`src/rtl/md_ctrl_pkg.sv`:
```
// md_ctrl shared types: op codes, FSM states,
// divider start levels and the operand latch bundle.
package md_ctrl_pkg;

    localparam logic [7:0] EXE_MULT_OP  = 8'b0001_1000;
    localparam logic [7:0] EXE_MULTU_OP = 8'b0001_1001;
    localparam logic [7:0] EXE_DIV_OP   = 8'b0001_1010;
    localparam logic [7:0] EXE_DIVU_OP  = 8'b0001_1011;

    localparam logic DIV_START = 1'b1;
    localparam logic DIV_STOP  = 1'b0;

    typedef enum logic [1:0] {
        MD_IDLE = 2'd0,
        MD_MUL  = 2'd1,
        MD_DIV  = 2'd2,
        MD_DONE = 2'd3
    } md_state_t;

    typedef struct packed {
        logic [31:0] a;
        logic [31:0] b;
        logic        sgn;
        logic        is_div;
    } md_opnd_t;

    function automatic logic is_md_op(input logic [7:0] op);
        return (op == EXE_MULT_OP) || (op == EXE_MULTU_OP) ||
               (op == EXE_DIV_OP)  || (op == EXE_DIVU_OP);
    endfunction

    function automatic logic is_signed_op(input logic [7:0] op);
        return (op == EXE_MULT_OP) || (op == EXE_DIV_OP);
    endfunction

    function automatic logic is_div_op(input logic [7:0] op);
        return (op == EXE_DIV_OP) || (op == EXE_DIVU_OP);
    endfunction

endpackage

```
`src/rtl/md_mul_unit.sv`:
```
// 32x32 -> 64 signed/unsigned multiplier on latched
// operands; product registered when en is high.
module md_mul_unit (
    input  logic        clk,
    input  logic        rst,
    input  logic        en,
    input  logic        sgn,
    input  logic [31:0] a,
    input  logic [31:0] b,
    output logic [63:0] prod
);

    logic [63:0] ax;
    logic [63:0] bx;
    logic [63:0] full;

    assign ax   = sgn ? {{32{a[31]}}, a} : {32'b0, a};
    assign bx   = sgn ? {{32{b[31]}}, b} : {32'b0, b};
    assign full = ax * bx;

    // capture the product on the last busy cycle
    always_ff @(posedge clk or negedge rst) begin
        if (!rst) begin
            prod <= '0;
        end else if (en) begin
            prod <= full;
        end
    end

endmodule

```
`src/rtl/md_ctrl.sv`:
```
// EX-stage MULT/DIV sequencer: operand latch, multiply
// countdown, divider handshake, single HILO write.
module md_ctrl
    import md_ctrl_pkg::*;
#(
    parameter int MUL_CYCLES    = 2,
    parameter bit DIV_ZERO_FAST = 1'b1
) (
    input  logic        clk,
    input  logic        rst,
    input  logic [7:0]  op,
    input  logic [31:0] a,
    input  logic [31:0] b,
    input  logic        ex_hold,
    input  logic        flush,
    input  logic        div_ready,
    input  logic [63:0] div_result,
    output logic        div_start,
    output logic        div_sign,
    output logic        div_annul,
    output logic [31:0] div_opa,
    output logic [31:0] div_opb,
    output logic        md_stall,
    output logic        hilo_we,
    output logic [31:0] hi_out,
    output logic [31:0] lo_out
);

    localparam logic [3:0] MUL_LOAD = 4'(MUL_CYCLES - 1);

    md_state_t   state;
    md_state_t   nxt;
    logic [3:0]  cnt_q;
    logic [3:0]  cnt_d;
    md_opnd_t    opnd_q;
    md_opnd_t    opnd_d;
    logic [63:0] res_q;
    logic [63:0] res_d;
    logic [63:0] prod;
    logic        mul_en;
    logic        md;

    assign md = is_md_op(op);

    md_mul_unit u_mul (
        .clk  (clk),
        .rst  (rst),
        .en   (mul_en),
        .sgn  (opnd_q.sgn),
        .a    (opnd_q.a),
        .b    (opnd_q.b),
        .prod (prod)
    );

    // state, counter, operand latch and divide result
    always_ff @(posedge clk or negedge rst) begin
        if (!rst) begin
            state  <= MD_IDLE;
            cnt_q  <= '0;
            opnd_q <= '0;
            res_q  <= '0;
        end else begin
            state  <= nxt;
            cnt_q  <= cnt_d;
            opnd_q <= opnd_d;
            res_q  <= res_d;
        end
    end

    // next state and handshake outputs; flush overrides all
    always_comb begin
        nxt       = state;
        cnt_d     = cnt_q;
        opnd_d    = opnd_q;
        res_d     = res_q;
        mul_en    = 1'b0;
        div_start = DIV_STOP;
        div_annul = 1'b0;
        hilo_we   = 1'b0;
        unique case (state)
            MD_IDLE: begin
                if (md && !flush) begin
                    opnd_d = '{a: a, b: b,
                               sgn: is_signed_op(op),
                               is_div: is_div_op(op)};
                    if (!is_div_op(op)) begin
                        cnt_d = MUL_LOAD;
                        nxt   = MD_MUL;
                    end else if (DIV_ZERO_FAST && b == 32'd0) begin
                        res_d = {a, 32'hFFFF_FFFF};
                        nxt   = MD_DONE;
                    end else begin
                        nxt = MD_DIV;
                    end
                end
            end
            MD_MUL: begin
                if (cnt_q == 4'd0) begin
                    mul_en = 1'b1;
                    nxt    = MD_DONE;
                end else begin
                    cnt_d = cnt_q - 4'd1;
                end
            end
            MD_DIV: begin
                div_start = div_ready ? DIV_STOP : DIV_START;
                if (div_ready) begin
                    res_d = div_result;
                    nxt   = MD_DONE;
                end
            end
            MD_DONE: begin
                if (!ex_hold) begin
                    hilo_we = 1'b1;
                    nxt     = MD_IDLE;
                end
            end
            default: nxt = MD_IDLE;
        endcase
        md_stall = rst && md && (state != MD_DONE);
        if (flush) begin
            nxt       = MD_IDLE;
            cnt_d     = '0;
            res_d     = res_q;
            mul_en    = 1'b0;
            hilo_we   = 1'b0;
            md_stall  = 1'b0;
            div_start = DIV_STOP;
            div_annul = (state == MD_DIV);
        end
    end

    assign div_sign = opnd_q.sgn;
    assign div_opa  = opnd_q.a;
    assign div_opb  = opnd_q.b;
    assign hi_out   = opnd_q.is_div ? res_q[63:32] : prod[63:32];
    assign lo_out   = opnd_q.is_div ? res_q[31:0]  : prod[31:0];

endmodule

```
`config.mk`:
```
export PLATFORM = sky130hd
export DESIGN_NAME = md_ctrl
export DESIGN_NICKNAME = d
export VERILOG_FILES = /design/src/rtl/md_ctrl_pkg.sv /design/src/rtl/md_mul_unit.sv /design/src/rtl/md_ctrl.sv
export SDC_FILE = /design/constraint.sdc
export NUM_CORES = 2
export LEC_CHECK = 0
export CAP_MARGIN = 15
export CORE_MARGIN = 2
export CORE_UTILIZATION = 35
export CTS_CLUSTER_SIZE = 24
export DETAILED_ROUTE_END_ITERATION = 8
export GPL_ROUTABILITY_DRIVEN = 1
export PLACE_DENSITY_LB_ADDON = 0.2
export RECOVER_POWER = 100
export SLEW_MARGIN = 10
export SYNTH_ARGS = -nofsm -noshare
export SYNTH_HDL_FRONTEND = slang
export SYNTH_HIERARCHICAL = 1
export SYNTH_SLANG_ARGS = --single-unit
export TNS_END_PERCENT = 1
```
`constraint.sdc`:
```
create_clock -name clk -period 10.2 [get_ports clk]
set_clock_uncertainty 0.05 [all_clocks]
set_input_delay 2.04 -clock clk [delete_from_list [all_inputs] [get_ports clk]]
set_output_delay 2.04 -clock clk [all_outputs]
set_load 0.01 [all_outputs]
```
After elaboration in Yosys (flattened, before gate mapping)
Index checks and enable logic that the tools add are counted.
{"block": "totals", "in_bits": 141, "out_inout_bits": 133, "ff_bits": 200, "elab_cells": 80}
{"block": "op_classes", "add_sub_neg": 1, "n_eq_ne": 18, "bitwise_logic": 1, "mux": 33, "n_reduce_logical": 18, "mul": 1}
{"cell": "64-bit 2-to-1 mux", "count": 6}
{"cell": "64-bit one-hot mux with 2 select lines", "count": 1}
{"cell": "64-bit by 64-bit multiplier with 64-bit output", "count": 1}
{"cell": "32-bit 2-to-1 mux", "count": 2}
{"cell": "8-bit by 5-bit == test with 1-bit output, second input constant", "count": 4}
{"cell": "32-bit logical NOT", "count": 1}
{"cell": "3-bit != test, second input constant", "count": 6}
{"cell": "4-bit 2-to-1 mux", "count": 4}
{"cell": "1-bit 2-to-1 mux", "count": 12}
{"cell": "2-bit 2-to-1 mux", "count": 6}
{"cell": "2-bit != test, second input constant", "count": 5}
{"cell": "2-bit one-hot mux with 4 select lines", "count": 1}
{"cell": "4-bit one-hot mux with 2 select lines", "count": 1}
{"cell": "4-bit AND reduction", "count": 2}
{"cell": "6-bit AND reduction", "count": 1}
{"cell": "1-bit logical OR", "count": 5}
{"cell": "2-bit == test, second input constant", "count": 2}
{"cell": "4-bit logical NOT", "count": 1}
{"cell": "4-bit by 1-bit subtractor with 4-bit output, second input constant", "count": 1}
{"cell": "1-bit logical AND", "count": 3}
{"cell": "3-bit nonzero test", "count": 1}
{"cell": "2-bit by 1-bit == test with 1-bit output, second input constant", "count": 1}
{"cell": "2-bit logical NOT", "count": 1}
{"cell": "2-bit AND reduction", "count": 1}
{"cell": "other kinds (3)", "count": 3}

Longest topological paths before layout
{"block": "depth", "ltp_word": 8, "depth_mapped": 37, "depth_no_buf": 33}

Modules after synthesis
Netlist, hierarchy kept.
{"mod": "md_mul_unit", "cells_each": 5276, "area_each_um2": 50267.0, "instances": 1, "seq_area_each_um2": 1601.5}
{"mod": "md_ctrl", "cells_each": 591, "area_each_um2": 7184.4, "instances": 1, "seq_area_each_um2": 3403.3}

Worst setup path before layout
No wires, ideal clock.
{"block": "synth_timing", "path_type": "register to register", "from": "register opnd_q, in the netlist div_sign", "to": "register u_mul.prod[62]", "setup_ns": 0.069, "n_path_buf": 3, "period_less_slack_ns": 9.362, "arrival_ns": 9.243, "slack_ns": 0.838, "required_ns": 10.081, "stages_incl_launch_ff": 31, "cell_sequence": "dfrtp_1 clkbuf_1 clkbuf_1 and3_1 fa_1 inv_1 fa_1 inv_1 fa_1 inv_1 fa_1 inv_1 fa_1 fa_1 fa_1 fa_1 fa_1 inv_1 fa_1 inv_1 ha_1 clkbuf_1 nand2_1 or4_1 o21ai_0 a21oi_1 o211ai_2 a311o_2 a2111oi_4 or4b_1 nand3_1"}
{"block": "synth_via", "elab_chain_cells": 2, "elab_cells_between_ends": 3, "classes_between": "mul (1); mux (2)"}
{"element": "start: declaration", "line_no": "md_ctrl.sv:35", "rtl": "md_opnd_t opnd_q;"}
{"element": "start signal: assignment", "line_no": "md_ctrl.sv:65", "rtl": "opnd_q <= opnd_d;"}
{"element": "64-bit 2-to-1 mux, on equally long branches", "line_no": "md_mul_unit.sv:17, md_mul_unit.sv:18"}
{"element": "64-bit by 64-bit multiplier with 64-bit output (*)", "line_no": "md_mul_unit.sv:19", "rtl": "assign full = ax * bx;"}
{"element": "end signal: assignment", "line_no": "md_mul_unit.sv:26", "rtl": "prod <= full;"}
{"element": "end: declaration", "line_no": "md_mul_unit.sv:10", "rtl": "output logic [63:0] prod"}
Every way passes the cells marked *; elsewhere a longest branch is shown, timed or not.
A chain may end at the register's enable or synchronous reset.

Worst setup path after layout
{"block": "layout_timing", "from": "register opnd_q, in the netlist div_opb[14]", "to": "register u_mul.prod[59]"}
{"block": "layout_via", "elab_chain_cells": 2}
{"element": "64-bit 2-to-1 mux", "line_no": "md_mul_unit.sv:18", "rtl": "assign bx = sgn ? {{32{b[31]}}, b} : {32'b0, b};"}
{"element": "64-bit by 64-bit multiplier with 64-bit output", "line_no": "md_mul_unit.sv:19"}
Every way passes these cells.

==> impl_metrics.ini <==
[placement]
port_buffers = 273
dp.final_hpwl_mm = 161
gp_congestion = 0.931
dp_slack_ps = 174

[synth]
synth_edf_count = 0
syn_avg_cell_area_um2 = 9.79
synth_nets = 7741
synth_area_mm2 = 0.0575
synth_flop_cell = dfrtp_1
ys_ff_latch = 200
ys_warn_count = 6
synthDistinctLibCells = 75
synth_cells = 5867
async_flop_share = 1.00
ys_seq_area_frac = 0.0871

[critical_path]
cp.arrival_ps = 10310
criticalPathCategory = register to register
start_kind = register
endpoint_kind = register
required_ps = 10560
slowest_delay_ps = 990
critPathMostFrequentCell = fa_1
cp_slowest_cell = dfrtp_1
rrSetupSlack_ps = 250
cp_max_fo = 18

[clock_network]
cts.sinks = 200
cts_buffers = 17
cts_max_path_buffers = 2
cts-root-buf = clkbuf_16
insertion_delay_ps = 540
ctsHoldBuffers = 0
htree_levels = 4
cts.clk_slew.worst_paths_ps = 100
cts_tree = done

[power_and_ir_drop]
p_leak_nw = 32.0
fin_total_pwr_mw = 8.59
pwr_density_cell_mw_per_mm2 = 135
ir_drop_uv = 235

[grt]
grt_overflow_total = 0
grt_pass1_wl_mm = 290
antenna_found_initial = 10
grt_max_degree = 140
grt_usage = 0.235
grt_pass1_vias = 45100

[drt]
via_count = 39800
first_pass_iters = 7
drt-initial-drc-count = 2516
routedWlPerCell_um = 23.1
routed_wirelength_mm = 189
avgViaCountPerCell = 4.86
ant_nets = 0
route.detailed.drc = 0

[timing]
hold_viol = 0
setup_viol = 0
slew_headroom = -2.03
max_freq_ghz = 0.100
setup_ws_ps = 245
fin_crit_ps = 9950
rsz0062_at_grt = no
worst_pin_slew_ps = 4550
slew_viol_final = 261
finalCritPeriodShare = 0.976
setup-tns-final_ps = 0

[die]
start_util = 0.353
die_h_um = 409
rows = 148
io_pins = 274
core_mm2 = 0.163
dieArea_mm2 = 0.167
die_w_um = 409

[final_layout]
layout_common_cells = 1538 x inv_1, 1414 x fa_1, 560 x nand2_1
multi_input_area_mm2 = 0.0451
drive_gt1_frac = 0.0715
final_common_cell = inv_1
fin_nets = 7872
area_growth_pct = 10.5
fillers = 16500
regArea_mm2 = 0.00502

[status]
violations = max-capacitance violations, max-slew violations
status = finished with violations

[job]
drv_cap = 7

[min_path]
hold_class = register to register
## cells in the mapped netlist (35+ instances only)
master	n	area (µm²)
mux2_2	207	2330
dfrtp_1	200	5000
inv_1	1538	5770
buf_4	68	510
o21ai_0	51	255
nor2_1	66	248
clkbuf_1	249	935
mux2i_1	35	350
fa_1	1414	28300
nand2b_1	41	257
nand2_1	560	2100
xnor2_1	102	893
ha_1	319	3990
and2_1	564	3530
a21o_1	36	270
a21oi_1	153	766
## worst max-delay path: cells and delay by family, from the launching register on
| family | cells | cell delay (ps) |
|---|---|---|
| AOI/OAI and AO/OA | 9 | 2580 |
| adders and majority gates | 11 | 5230 |
| buffers and inverters | 7 | 790 |
| DFF | 1 | 990 |
| and+or+nand+nor | 2 | 170 |
## final cells by class
cell class                 instances  share of cell area
multi-input combinational       3783               0.710
inverter                        1538              0.0910
sequential                       200              0.0791
timing repair buffer             458              0.0662
tap                             2175              0.0429
clock buffer                      17             0.00670
clock inverter                    15             0.00353
antenna                            3            0.000118
## timing repair
action	CTS	global route
resized for setup	0	10
setup endpoints to repair	0	10
buffers inserted	0	0
## state kept, by name, summed over array words and instances, names as in the netlist
signal / flops
cnt_q: 4
div_opa: 32
div_opb: 32
div_sign: 1
opnd_q: 1
res_q: 64
state: 2
u_mul/prod: 64
## through the flow
stage / utilization / std cells / hold WS (ps) / instance area [µm²]
global placement: 0.386 / 8154 / 413 / 62900
global route: 0.390 / 8188 / 459 / 63500
finish: 0.390 / 8189 / 443 / 63500
CTS: 0.390 / 8186 / 447 / 63600
floorplan: - / 5867 / 402 / 57500
detailed placement: 0.386 / 8154 / 421 / 62900
## per-layer routing
metal  GRT usage  wire, µm  share of wire
met2       0.431    100000           0.53
met4       0.114     11800          0.062
met5           0        43        0.00023
met1       0.274     71000           0.37
met3      0.0207      6560          0.035
## kinds of logic after synthesis
kind of cell | count (synthesis) | share of synthesized area
mux | 248 | 0.0479
fa+ha+maj | 1734 | 0.562
buf+inv | 1884 | 0.128
simple gates | 1350 | 0.120
compound gates | 329 | 0.0359
flops | 200 | 0.0871
xor+xnor | 122 | 0.0186
## where the power goes
group,leakage [nW],switching (mW),internal [mW],total [mW]
logic,29.1,4.09,2.59,6.68
registers,2.57,0.252,0.871,1.12
clock network,0.312,0.438,0.348,0.786
total,32.0,4.78,3.81,8.59
## final timing paths
path,depth (start not counted),from,endpoint
setup / recovery,29,div_opb[14],u_mul/prod[59]
hold / removal,1,res_q[28],res_q[28]
setup reg to reg,29,div_opb[14],u_mul/prod[59]
hold reg to reg,1,res_q[28],res_q[28]
max in group asynchronous,1,rst,div_opa[16]
min in group asynchronous,1,rst,div_opb[8]
Power figures use the tool's default switching activity.
